[config.mk]
export PLATFORM = sky130hd
export DESIGN_NAME = vga_fb_scanout
export DESIGN_NICKNAME = d
export VERILOG_FILES = /design/src/rtl/vga_pkg.sv /design/src/rtl/vga_sync_delay.sv /design/src/rtl/vga_fb_scanout.sv
export SDC_FILE = /design/constraint.sdc
export NUM_CORES = 1
export LEC_CHECK = 0
export BUFFER_PORTS_ARGS = -buffer_cell sky130_fd_sc_hd__buf_4
export CORE_MARGIN = 5
export CORE_UTILIZATION = 35
export CTS_CLUSTER_DIAMETER = 100
export DETAILED_ROUTE_END_ITERATION = 10
export PLACE_DENSITY = 0.64
export SYNTH_ARGS = -nofsm -noshare
export SYNTH_HDL_FRONTEND = slang
export SYNTH_SLANG_ARGS = --single-unit
[constraint.sdc]
create_clock -name pix_clk -period 1.75 [get_ports pix_clk]
set_input_delay 0.175 -clock pix_clk [delete_from_list [all_inputs] [get_ports pix_clk]]
set_output_delay 0.175 -clock pix_clk [all_outputs]
set_load 0.01 [all_outputs]
[src/rtl/vga_pkg.sv]
// Shared VGA types and 640x480@60 timing constants used by the scanout and the counters.
package vga_pkg;

  localparam int PIX_W_DEF = 12;
  localparam int H_ACTIVE  = 640;
  localparam int H_TOTAL   = 800;
  localparam int V_ACTIVE  = 480;
  localparam int V_TOTAL   = 525;

  typedef logic [PIX_W_DEF-1:0] pix_t;

  typedef enum logic {
    IDLE    = 1'b0,
    PENDING = 1'b1
  } swap_state_e;

  // Colour bars: each bar index bit fills one RGB444 channel.
  function automatic pix_t bar_rgb(input logic [2:0] bar);
    return {{4{bar[2]}}, {4{bar[1]}}, {4{bar[0]}}};
  endfunction

endpackage

[src/rtl/vga_sync_delay.sv]
// Resettable shift register with a per-bit reset value; exposes the last stage and the one before it.
module vga_sync_delay #(
  parameter int               DEPTH   = 4,
  parameter int               WIDTH   = 3,
  parameter logic [WIDTH-1:0] RST_VAL = '0
) (
  input  logic             clk,
  input  logic             rst,
  input  logic [WIDTH-1:0] d,
  output logic [WIDTH-1:0] tap,
  output logic [WIDTH-1:0] q
);

  logic [WIDTH-1:0] sr [DEPTH];

  always_ff @(posedge clk or posedge rst) begin
    if (rst) begin
      for (int i = 0; i < DEPTH; i++) sr[i] <= RST_VAL;
    end else begin
      sr[0] <= d;
      for (int i = 1; i < DEPTH; i++) sr[i] <= sr[i-1];
    end
  end

  assign tap = sr[DEPTH-2];
  assign q   = sr[DEPTH-1];

endmodule

[src/rtl/vga_fb_scanout.sv]
// Framebuffer scanout: counters -> double-buffered upscaled reads -> aligned VGA pixels/syncs.
// Optional colour-bar test pattern with test_mode port when VGA_TESTPAT_EN is defined.
module vga_fb_scanout
  import vga_pkg::*;
#(
  parameter int FB_W       = H_ACTIVE >> 1,
  parameter int FB_H       = V_ACTIVE >> 1,
  parameter int SCALE_LOG2 = 1,
  parameter int PIX_W      = PIX_W_DEF,
  parameter int RD_LAT     = 2,
  parameter int ADDR_W     = $clog2(FB_W * FB_H) + 1
) (
  input  logic              pix_clk,
  input  logic              rst,
  input  logic [9:0]        h_cnt,
  input  logic [9:0]        v_cnt,
  input  logic              h_visible,
  input  logic              v_visible,
  input  logic              hsync_in,
  input  logic              vsync_in,
  input  logic              eol,
  input  logic              eof,
  input  logic              swap_req,
  input  logic [PIX_W-1:0]  fb_rdata,
`ifdef VGA_TESTPAT_EN
  input  logic              test_mode,
`endif
  output logic [ADDR_W-1:0] fb_addr,
  output logic              fb_rd_en,
  output logic [PIX_W-1:0]  vga_rgb,
  output logic              hsync,
  output logic              vsync,
  output logic              de,
  output logic              front_buf,
  output logic              swap_ack
);

  localparam int IDX_W = ADDR_W - 1;
  localparam int SUB_W = (SCALE_LOG2 > 0) ? SCALE_LOG2 : 1;
  localparam logic [SUB_W-1:0] SUB_MAX = SUB_W'((1 << SCALE_LOG2) - 1);
  localparam int DEPTH = RD_LAT + 2;
`ifdef VGA_TESTPAT_EN
  localparam int DW = 6;
`else
  localparam int DW = 3;
`endif
  // Delay-line word is {[bar,] de, vsync, hsync}; syncs idle high, de idles low.
  localparam logic [DW-1:0] DLY_RST = DW'(3'b011);

  logic [IDX_W-1:0] row_base;
  logic [SUB_W-1:0] line_sub;
  swap_state_e      swap_state;
  logic             visible;
  logic             rd_go;
  logic [DW-1:0]    dly_d;
  logic [DW-1:0]    dly_tap;
  logic [DW-1:0]    dly_q;

  assign visible = h_visible && v_visible;

  // Row tracking by accumulation; v_cnt itself is not needed.
  always_ff @(posedge pix_clk or posedge rst) begin
    if (rst) begin
      row_base <= '0;
      line_sub <= '0;
    end else if (eof) begin
      row_base <= '0;
      line_sub <= '0;
    end else if (eol && v_visible) begin
      if (line_sub == SUB_MAX) begin
        line_sub <= '0;
        row_base <= row_base + IDX_W'(FB_W);
      end else begin
        line_sub <= line_sub + 1'b1;
      end
    end
  end

`ifdef VGA_TESTPAT_EN
  assign rd_go = visible && !test_mode;
  assign dly_d = {h_cnt[8:6], visible, vsync_in, hsync_in};
`else
  assign rd_go = visible;
  assign dly_d = {visible, vsync_in, hsync_in};
`endif

  // Stage A: the buffer MSB is taken here so a frame never mixes buffers.
  always_ff @(posedge pix_clk or posedge rst) begin
    if (rst) begin
      fb_addr  <= '0;
      fb_rd_en <= 1'b0;
    end else begin
      fb_rd_en <= rd_go;
      if (visible) fb_addr <= {front_buf, row_base + IDX_W'(h_cnt >> SCALE_LOG2)};
    end
  end

  always_ff @(posedge pix_clk or posedge rst) begin
    if (rst) begin
      swap_state <= IDLE;
      front_buf  <= 1'b0;
      swap_ack   <= 1'b0;
    end else begin
      swap_ack <= 1'b0;
      case (swap_state)
        IDLE: begin
          if (swap_req && eof) begin
            front_buf <= ~front_buf;
            swap_ack  <= 1'b1;
          end else if (swap_req) begin
            swap_state <= PENDING;
          end
        end
        PENDING: begin
          if (eof) begin
            front_buf  <= ~front_buf;
            swap_ack   <= 1'b1;
            swap_state <= IDLE;
          end
        end
        default: swap_state <= IDLE;
      endcase
    end
  end

  vga_sync_delay #(
    .DEPTH  (DEPTH),
    .WIDTH  (DW),
    .RST_VAL(DLY_RST)
  ) u_sync_delay (
    .clk(pix_clk),
    .rst(rst),
    .d  (dly_d),
    .tap(dly_tap),
    .q  (dly_q)
  );

  assign hsync = dly_q[0];
  assign vsync = dly_q[1];
  assign de    = dly_q[2];

  // Pixel register lines up with the last delay stage; tap is the de matching fb_rdata.
  always_ff @(posedge pix_clk or posedge rst) begin
    if (rst) begin
      vga_rgb <= '0;
    end else if (!dly_tap[2]) begin
      vga_rgb <= '0;
`ifdef VGA_TESTPAT_EN
    end else if (test_mode) begin
      vga_rgb <= PIX_W'(bar_rgb(dly_tap[5:3]));
`endif
    end else begin
      vga_rgb <= fb_rdata;
    end
  end

  logic unused_sink;
`ifdef VGA_TESTPAT_EN
  assign unused_sink = ^{v_cnt, dly_tap[1:0], dly_q[DW-1:3]};
`else
  assign unused_sink = ^{v_cnt, dly_tap[1:0]};
`endif

endmodule

==> results of run 1 <==
layer usage:
metal,track usage [%],vias to the layer above,wire length (µm)
li1,-,752,-
met1,14.4,752,1900
met2,18.4,51,2170
met3,5.09,7,323
met4,5.58,0,80
met5,0,-,0
registers in the layout, summed over array words and instances, names as in the netlist:
signal and cells:
fb_addr 18, fb_rd_en 1, front_buf 1, line_sub 1
row_base 11, swap_ack 1, swap_state 1, u_sync_delay.q 3
u_sync_delay.sr 5, u_sync_delay.tap 3, vga_rgb 12
synthesized netlist by cell type, drive strengths merged:
| cell | count |
|---|---|
| xnor2 | 14 |
| o31ai | 1 |
| a21oi | 10 |
| o21ai | 12 |
| buf | 2 |
| dfstp | 8 |
| nor2 | 12 |
| nand3 | 3 |
| nor4 | 2 |
| or3 | 3 |
| mux2i | 1 |
| dfrtp | 49 |
| a2111oi | 1 |
| nand4 | 1 |
| and2 | 12 |
| inv | 5 |
| a211oi | 2 |
| mux2 | 8 |
| clkbuf | 3 |
| xor2 | 4 |
| o2111ai | 1 |
| nor3 | 3 |
| nand2 | 15 |
| and3 | 1 |
| ha | 4 |
| nor2b | 1 |
timing repair:
action,in CTS,in global routing
setup buffers,0,0
gates resized for setup,0,2
hold endpoints to repair,51,0
setup endpoints to repair,0,2
hold buffers,3,0
layout by cell type (no fill, tap or decap), types with 3 or more instances in the layout:
cell type / n
buf_4: 69
dfrtp_1: 49
nand2_1: 15
xnor2_1: 14
nor2_1: 12
and2_1: 12
o21ai_0: 10
clkbuf_8: 10
a21oi_1: 9
mux2_2: 8
dfstp_2: 8
inv_1: 4
xor2_1: 4
or3_1: 3
nor3_1: 3
ha_1: 3
dlygate4sd3_1: 3
worst paths after layout:
kind,end
min in group asynchronous,fb_addr[14]$_DFFE_PP0P_
worst min-delay path,vga_rgb[0]$_DFF_PP0_
worst min register to register,u_sync_delay.tap[2]$_DFF_PP0_
max in group asynchronous,u_sync_delay.q[0]$_DFF_PP1_
worst max-delay path,fb_addr[16]$_DFFE_PP0P_
worst max register to register,fb_addr[16]$_DFFE_PP0P_
layout make-up:
cell class / instances / area, µm²
Inverter: 5 / 18.8
Clock inverter: 5 / 78.8
Sequential cell: 57 / 1440
Clock buffer: 11 / 141
Tap cell: 77 / 96.3
Timing Repair Buffer: 73 / 568
Fill cell: 575 / 3200
Multi-Input combinational cell: 111 / 774
logic make-up (layout without fill, tap and decap cells):
logic type / Yosys count / count (layout) / share of synthesized area [%]
AO/OA/AOI/OAI: 27 / 27 / 8.02
multiplexers: 9 / 9 / 4.45
adder cells (fa/ha/maj): 4 / 4 / 2.23
flip-flops: 57 / 57 / 63.9
XOR/XNOR: 18 / 18 / 7.02
AND/OR/NAND/NOR: 53 / 53 / 12.3
buffers and inverters: 10 / 94 / 2.06
report_power, final:
part	switching, mW	internal [mW]	leakage, nW
logic	0.152	0.196	0.602
clock network	0.520	0.838	0.113
registers	0.0446	1.41	0.731
==> run metrics, run 1 <==
total number of yosys warnings=0; vias in the first global route=around 1600; Layout Utilization=approximately half; Leakage=about 1.4 nW; Avg Cell Area, Syn=approximately 13 µm²; reg2reg path depth=5; IO Pins=between 70 and 80; register area share after synthesis=between 60% and 70%; relative slew slack=just over 60%; Reg clk slew, reported paths=~60 ps; worst path bufs/invs=0; nets=302; Worst Setup Start Kind=register; drc violations=0; CTS tree=built; DRT iter0 DRCs=52; gr usage total=roughly an eighth; cell family with most CP delay=flip-flops; total gr overflow=0; Starting Density=between 30% and 40%; Mapped Cells=approximately 180; Final HPWL DP=about 3200 µm; drt via density=between 4 and 5; post-route setup slack=between 100 and 150 ps; number of cells after detailed placement=320; fin crit period=~1600 ps; H-Tree Depth=3; I/O Buffers=65; post-place instance area=approximately 0.0029 mm²; Final setup viols=0; total standard cell area after synthesis=around 0.0022 mm²; RePlAce Congestion=around 0.73; Initial DRT Pass Iterations=4; post-route ant nets=0; initial antenna violation count=0; count of state elements after synthesis=57; CP endpoint kind=register; CTS root buffer=clkbuf_8; Max Fanout on Critical Path=8; global-route wire length before repair=approximately 7700 µm; CP Depth=5; Worst Setup SP=row_base[7]$_DFFE_PP0P_; critical path cell sequence=ha_1, nand3_4, a2111oi_4, xnor2_1, o21ai_1; data required time of the worst path=between 1500 and 2000 ps; max_cap viols=0; Max Root-Sink Buffers=2; synth unique cells=30; CTS Sinks=between 50 and 60; finished layout cell area=about 0.0031 mm²; Num CTS Buffers=9; Worst EP arrival=about 1800 ps; Die Width=between 90 and 100 µm; CP max stage cell=dfrtp_1; routed len/inst=13.2 µm; total negative slack=0 ps; Finished Layout Cells=approximately 340; synth top area cells=dfrtp_1 55%, dfstp_2 9.4%, xnor2_1 5.5%; final number of hold-violating endpoints=0; FMAX=approximately 620 MHz; diode count=0; slew of the pin with the lowest slew margin=about 580 ps; Reg-to-Reg Start=row_base[7]$_DFFE_PP0P_; Skew-Pair Late Insertion Delay=between 300 and 400 ps; power density cells=~1000 mW/mm²; Total Routed Length=~4500 µm; Yosys top cell area share=between 50 and 60%; skew final=5.68 ps; maximum number of pins on one net before global-route repair=58; Die Span Y=between 90 and 100 µm; pre-CTS setup slack=~87 ps; Max stage delay on crit path=about 410 ps; Setup Crit Path Kind=register to register; Hold Path Class=input port to register; fin crit share=a little over 90%; Min Hold Slack=about 54 ps; WHS Path Cells=2; layout cells sized above 1=a little over 40%; synthesized net count=223; worst vdd ir=between 0.0005 and 0.0006 V; pins over their slew limit=0; Die Footprint=0.00812 mm²; via count=1562; Rows=29; status=finished, final reports clean; Total Power=3.16 mW; synth-to-layout area growth=38.6%; flop2flop setup slack=around 130 ps; post-synth top area cell=dfrtp_1; RSZ-0062 raised after global routing=no; Worst Hold Launch=fb_rdata[0]; Core Region=0.00631 mm²
(Power assumes the default switching activity.)
==> run 2, diff against run 1 <==
- ABC_AREA: unset -> 1
- CORE_MARGIN: 5 -> unset
- PLACE_DENSITY: 0.64 -> 0.63
- SYNTH_HIERARCHICAL: unset -> 1
==> run metrics, run 2 <==
skew final=slightly above 10 ps; pins over their slew limit=0; Worst Setup SP=row_base[7]$_DFFE_PP0P_; largest registers=fb_addr x18, vga_rgb x12, row_base x11; IO Pins=77; CTS root buffer=clkbuf_8; Hold Path Class=input port to register; post-route setup slack=230 ps; fin crit share=between 80% and 90%; Initial DRT Pass Iterations=4; slew of the pin with the lowest slew margin=between 400 and 500 ps; Avg Cell Area, Syn=just under 9 µm²; Max Fanout on Critical Path=5; worst vdd ir=about 0.00037 V; pre-CTS setup slack=~240 ps; I/O Buffers=65; Reg clk slew, reported paths=70 ps; power density cells=just under 1000 mW/mm²; Top reg by flops=fb_addr; CTS Sinks=58; fin crit period=about 1500 ps; Setup Crit Path Kind=register to register; drt via density=4.50; gr usage total=between 15 and 20%; Total Routed Length=between 5000 and 6000 µm; Skew-Pair Late Insertion Delay=around 340 ps; Worst Hold Launch=fb_rdata[2]; Worst EP arrival=between 1500 and 2000 ps; nets=392; Die Width=roughly 86 µm; relative slew slack=between 60% and 70%; RePlAce Congestion=about 0.89; Num CTS Buffers=9; final number of hold-violating endpoints=0; drc violations=0; finished layout cell area=0.00326 mm²; Final HPWL DP=about 3800 µm; Die Footprint=around 0.0073 mm²; total number of yosys warnings=6; synthesized net count=approximately 320; layout cells sized above 1=a little under a third; post-place instance area=0.00301 mm²; RSZ-0062 raised after global routing=no; post-route ant nets=0; most frequent cells in the layout=96 x nand2_1, 66 x buf_4, 50 x dfrtp_1; FMAX=roughly 660 MHz; Min Hold Slack=roughly 25 ps; Starting Density=between 30 and 40%; Rows=30; Largest register FFs=18; total gr overflow=0; via count=slightly below 2000; DRT iter0 DRCs=76; vias in the first global route=1852; Die Span Y=about 86 µm; most common cell after layout, fill and taps aside=nand2_1; Finished Layout Cells=432; Core Region=0.00676 mm²; global-route wire length before repair=about 8500 µm; Mapped Cells=274; Worst Setup Start Kind=register; CTS tree=built; diode count=0; routed len/inst=~12 µm; synth-to-layout area growth=33.4%; initial antenna violation count=0; total negative slack=0 ps; Reg-to-Reg Start=row_base[7]$_DFFE_PP0P_; Final setup viols=0; H-Tree Depth=3; data required time of the worst path=1970 ps; Max Root-Sink Buffers=2; status=finished, final reports clean; maximum number of pins on one net before global-route repair=28; total standard cell area after synthesis=about 0.0024 mm²; max_cap viols=0; number of cells after detailed placement=just over 400; Leakage=between 1.5 and 2 nW; CP endpoint kind=register; Setup Buffers After CTS=0
-- run 2: routing by layer --
layer	GRT usage, %	vias to the layer above	wire length [µm]
li1	-	983	-
met1	19.1	891	2310
met2	24.4	60	2420
met3	5.20	9	403
met4	6.36	0	68
met5	0	-	0
-- run 2: stage by stage --
stage	utilization, %	power (mW)
floorplan	-	1.64
global placement	44.6	1.83
detailed placement	44.6	1.84
CTS	48.3	3.23
global route	48.3	3.34
finish	48.3	3.19
-- run 2: path summary, 6_finish.rpt --
check / endpoint / slack, ps / depth (start not counted)
worst max register to register: fb_addr[13]$_DFFE_PP0P_ / 230 / 9
worst min-delay path: vga_rgb[2]$_DFF_PP0_ / 20 / 3
max in group asynchronous: fb_addr[14]$_DFFE_PP0P_ / 820 / 4
min in group asynchronous: u_sync_delay/sr[11]$_DFF_PP0_ / 410 / 3
worst min register to register: u_sync_delay/tap[2]$_DFF_PP0_ / 350 / 0
worst max-delay path: fb_addr[13]$_DFFE_PP0P_ / 230 / 9
-- run 2: final cells by class --
cell class / instances / area, µm²
flip-flops and latches: 58 / 1460
multi-input cells: 171 / 796
clock buffers: 12 / 145
clock inverters: 4 / 75.1
repair buffers: 70 / 546
inverters: 37 / 140
well taps: 80 / 100
fillers: 664 / 3490
-- run 2: worst max-delay path: stages, from the launching register on --
cell and delay, ps:
dfrtp_1 410, ha_1 310, nand2_1 110, nand2_2 90, nand2_1 90, nand2_1 100
nand2_1 110, nand2_1 60, nand3_1 60, nand2_1 60
-- run 2: repair_timing --
item | CTS | global route
endpoints found under the setup margin | 0 | 0
gates resized for setup | 0 | 0
hold buffers | 3 | 0
hold endpoints to repair | 25 | 0
-- run 2: power by group --
| group | total (mW) | internal, mW | switching [mW] | leakage, nW |
|---|---|---|---|---|
| combinational | 0.332 | 0.167 | 0.165 | 0.969 |
| clock | 1.38 | 0.842 | 0.536 | 0.103 |
| sequential | 1.48 | 1.43 | 0.0487 | 0.748 |
==> run 3, diff against run 2 <==
- MAX_ROUTING_LAYER: unset -> met4
==> run metrics, run 3 (synthesis gave the netlist of run 2 again) <==
Die Footprint=0.00733 mm²; skew final=~8.9 ps; pins over their slew limit=0; CTS tree=built; most common cell after layout, fill and taps aside=nand2_1; relative slew slack=68.9%; H-Tree Depth=3; Final setup viols=0; synth-to-layout area growth=33.4%; Die Width=~86 µm; total gr overflow=0; Starting Density=36.2%; RePlAce Congestion=between 0.9 and 1; CTS root buffer=clkbuf_8; Filler Cell Count=between 600 and 700; vias in the first global route=between 1500 and 2000; RSZ-0062 raised after global routing=no; initial antenna violation count=0; Leakage=roughly 1.8 nW; max_cap viols=0; Final HPWL DP=about 3800 µm; Total Routed Length=a little over 5000 µm; final number of hold-violating endpoints=0; worst vdd ir=0.000370 V; FMAX=about 660 MHz; fin crit share=86.8%; register area=0.00146 mm²; layout cells sized above 1=between 30 and 40%; post-route ant nets=0; Die Span Y=about 86 µm; Skew-Pair Late Insertion Delay=340 ps; nets=~390; post-place instance area=0.00301 mm²; largest registers=fb_addr x18, vga_rgb x12, row_base x11; gr usage total=between 10% and 20%; Reg clk slew, reported paths=around 70 ps; Initial DRT Pass Iterations=4; finished layout cell area=0.00326 mm²; diode count=0; Worst EP arrival=1740 ps; Max Root-Sink Buffers=2; power density cells=around 980 mW/mm²; total negative slack=0 ps; Setup Buffers After CTS=0; status=finished, final reports clean; CP endpoint kind=register; Largest register FFs=18; Hold Path Class=input port to register; CTS Sinks=between 50 and 60; via count=about 1900; routed len/inst=about 12 µm; maximum number of pins on one net before global-route repair=28; drc violations=0; Multi-input gate area=796 µm²; Num CTS Buffers=9; slew of the pin with the lowest slew margin=about 470 ps; Hold-fix buffers, CTS=3; drt via density=4.48; Setup Crit Path Kind=register to register; Post-CTS Resized=0; Worst Setup Start Kind=register; Max Fanout on Critical Path=5; I/O Buffers=65; Rows=30; fin crit period=1520 ps; DRT iter0 DRCs=slightly below 90; Top reg by flops=fb_addr; IO Pins=77; data required time of the worst path=just under 2000 ps; Core Region=0.00676 mm²; global-route wire length before repair=around 8500 µm; most frequent cells in the layout=96 x nand2_1, 66 x buf_4, 50 x dfrtp_1
-- run 3: layout make-up --
type                       instances  area share (%)
clock inverter                     4            2.30
inverter                          37            4.29
clock buffer                      12            4.45
timing repair buffer              70            16.7
sequential                        58            44.8
multi-input combinational        171            24.4
tap                               80            3.07
-- run 3: per-stage QoR --
step,instances,setup WS (ps),util [%],hold WS (ps),total power [mW]
after floorplan,274,392,-,34.0,1.64
after global placement,413,245,44.6,206,1.83
after detailed placement,413,240,44.6,219,1.84
after CTS,432,216,48.3,10.3,3.23
after global routing,432,63.6,48.3,16.1,3.34
final,432,231,48.3,25.7,3.18
-- run 3: routing by layer --
layer / vias up / global-route usage, % / wire [µm]
met1: 888 / 19.2 / 2320
met5: - / - / 0
li1: 983 / - / -
met2: 58 / 24.4 / 2450
met3: 8 / 5.29 / 352
met4: 0 / 6.36 / 57
-- run 3: path summary, 6_finish.rpt --
check                                             startpoint                             to  slack, ps  depth (start not counted)
worst max-delay path                 row_base[7]$_DFFE_PP0P_        fb_addr[13]$_DFFE_PP0P_        230                          9
worst min-delay path                             fb_rdata[2]           vga_rgb[2]$_DFF_PP0_         30                          3
worst max register to register       row_base[7]$_DFFE_PP0P_        fb_addr[13]$_DFFE_PP0P_        230                          9
worst min register to register  u_sync_delay/sr[8]$_DFF_PP0_  u_sync_delay/tap[2]$_DFF_PP0_        350                          0
max in group asynchronous                                rst        fb_addr[14]$_DFFE_PP0P_        820                          4
min in group asynchronous                                rst  u_sync_delay/sr[11]$_DFF_PP0_        410                          3
-- run 3: where the power goes --
group	leakage (nW)	switching, mW	total [mW]	internal [mW]
clock	0.103	0.533	1.37	0.842
sequential	0.748	0.0486	1.48	1.43
combinational	0.969	0.164	0.332	0.167
-- run 3: critical path, cell delays in order, from the launching register on --
cell and delay [ps]:
dfrtp_1 410, ha_1 310, nand2_1 110, nand2_2 90, nand2_1 90, nand2_1 100
nand2_1 110, nand2_1 50, nand3_1 60, nand2_1 60
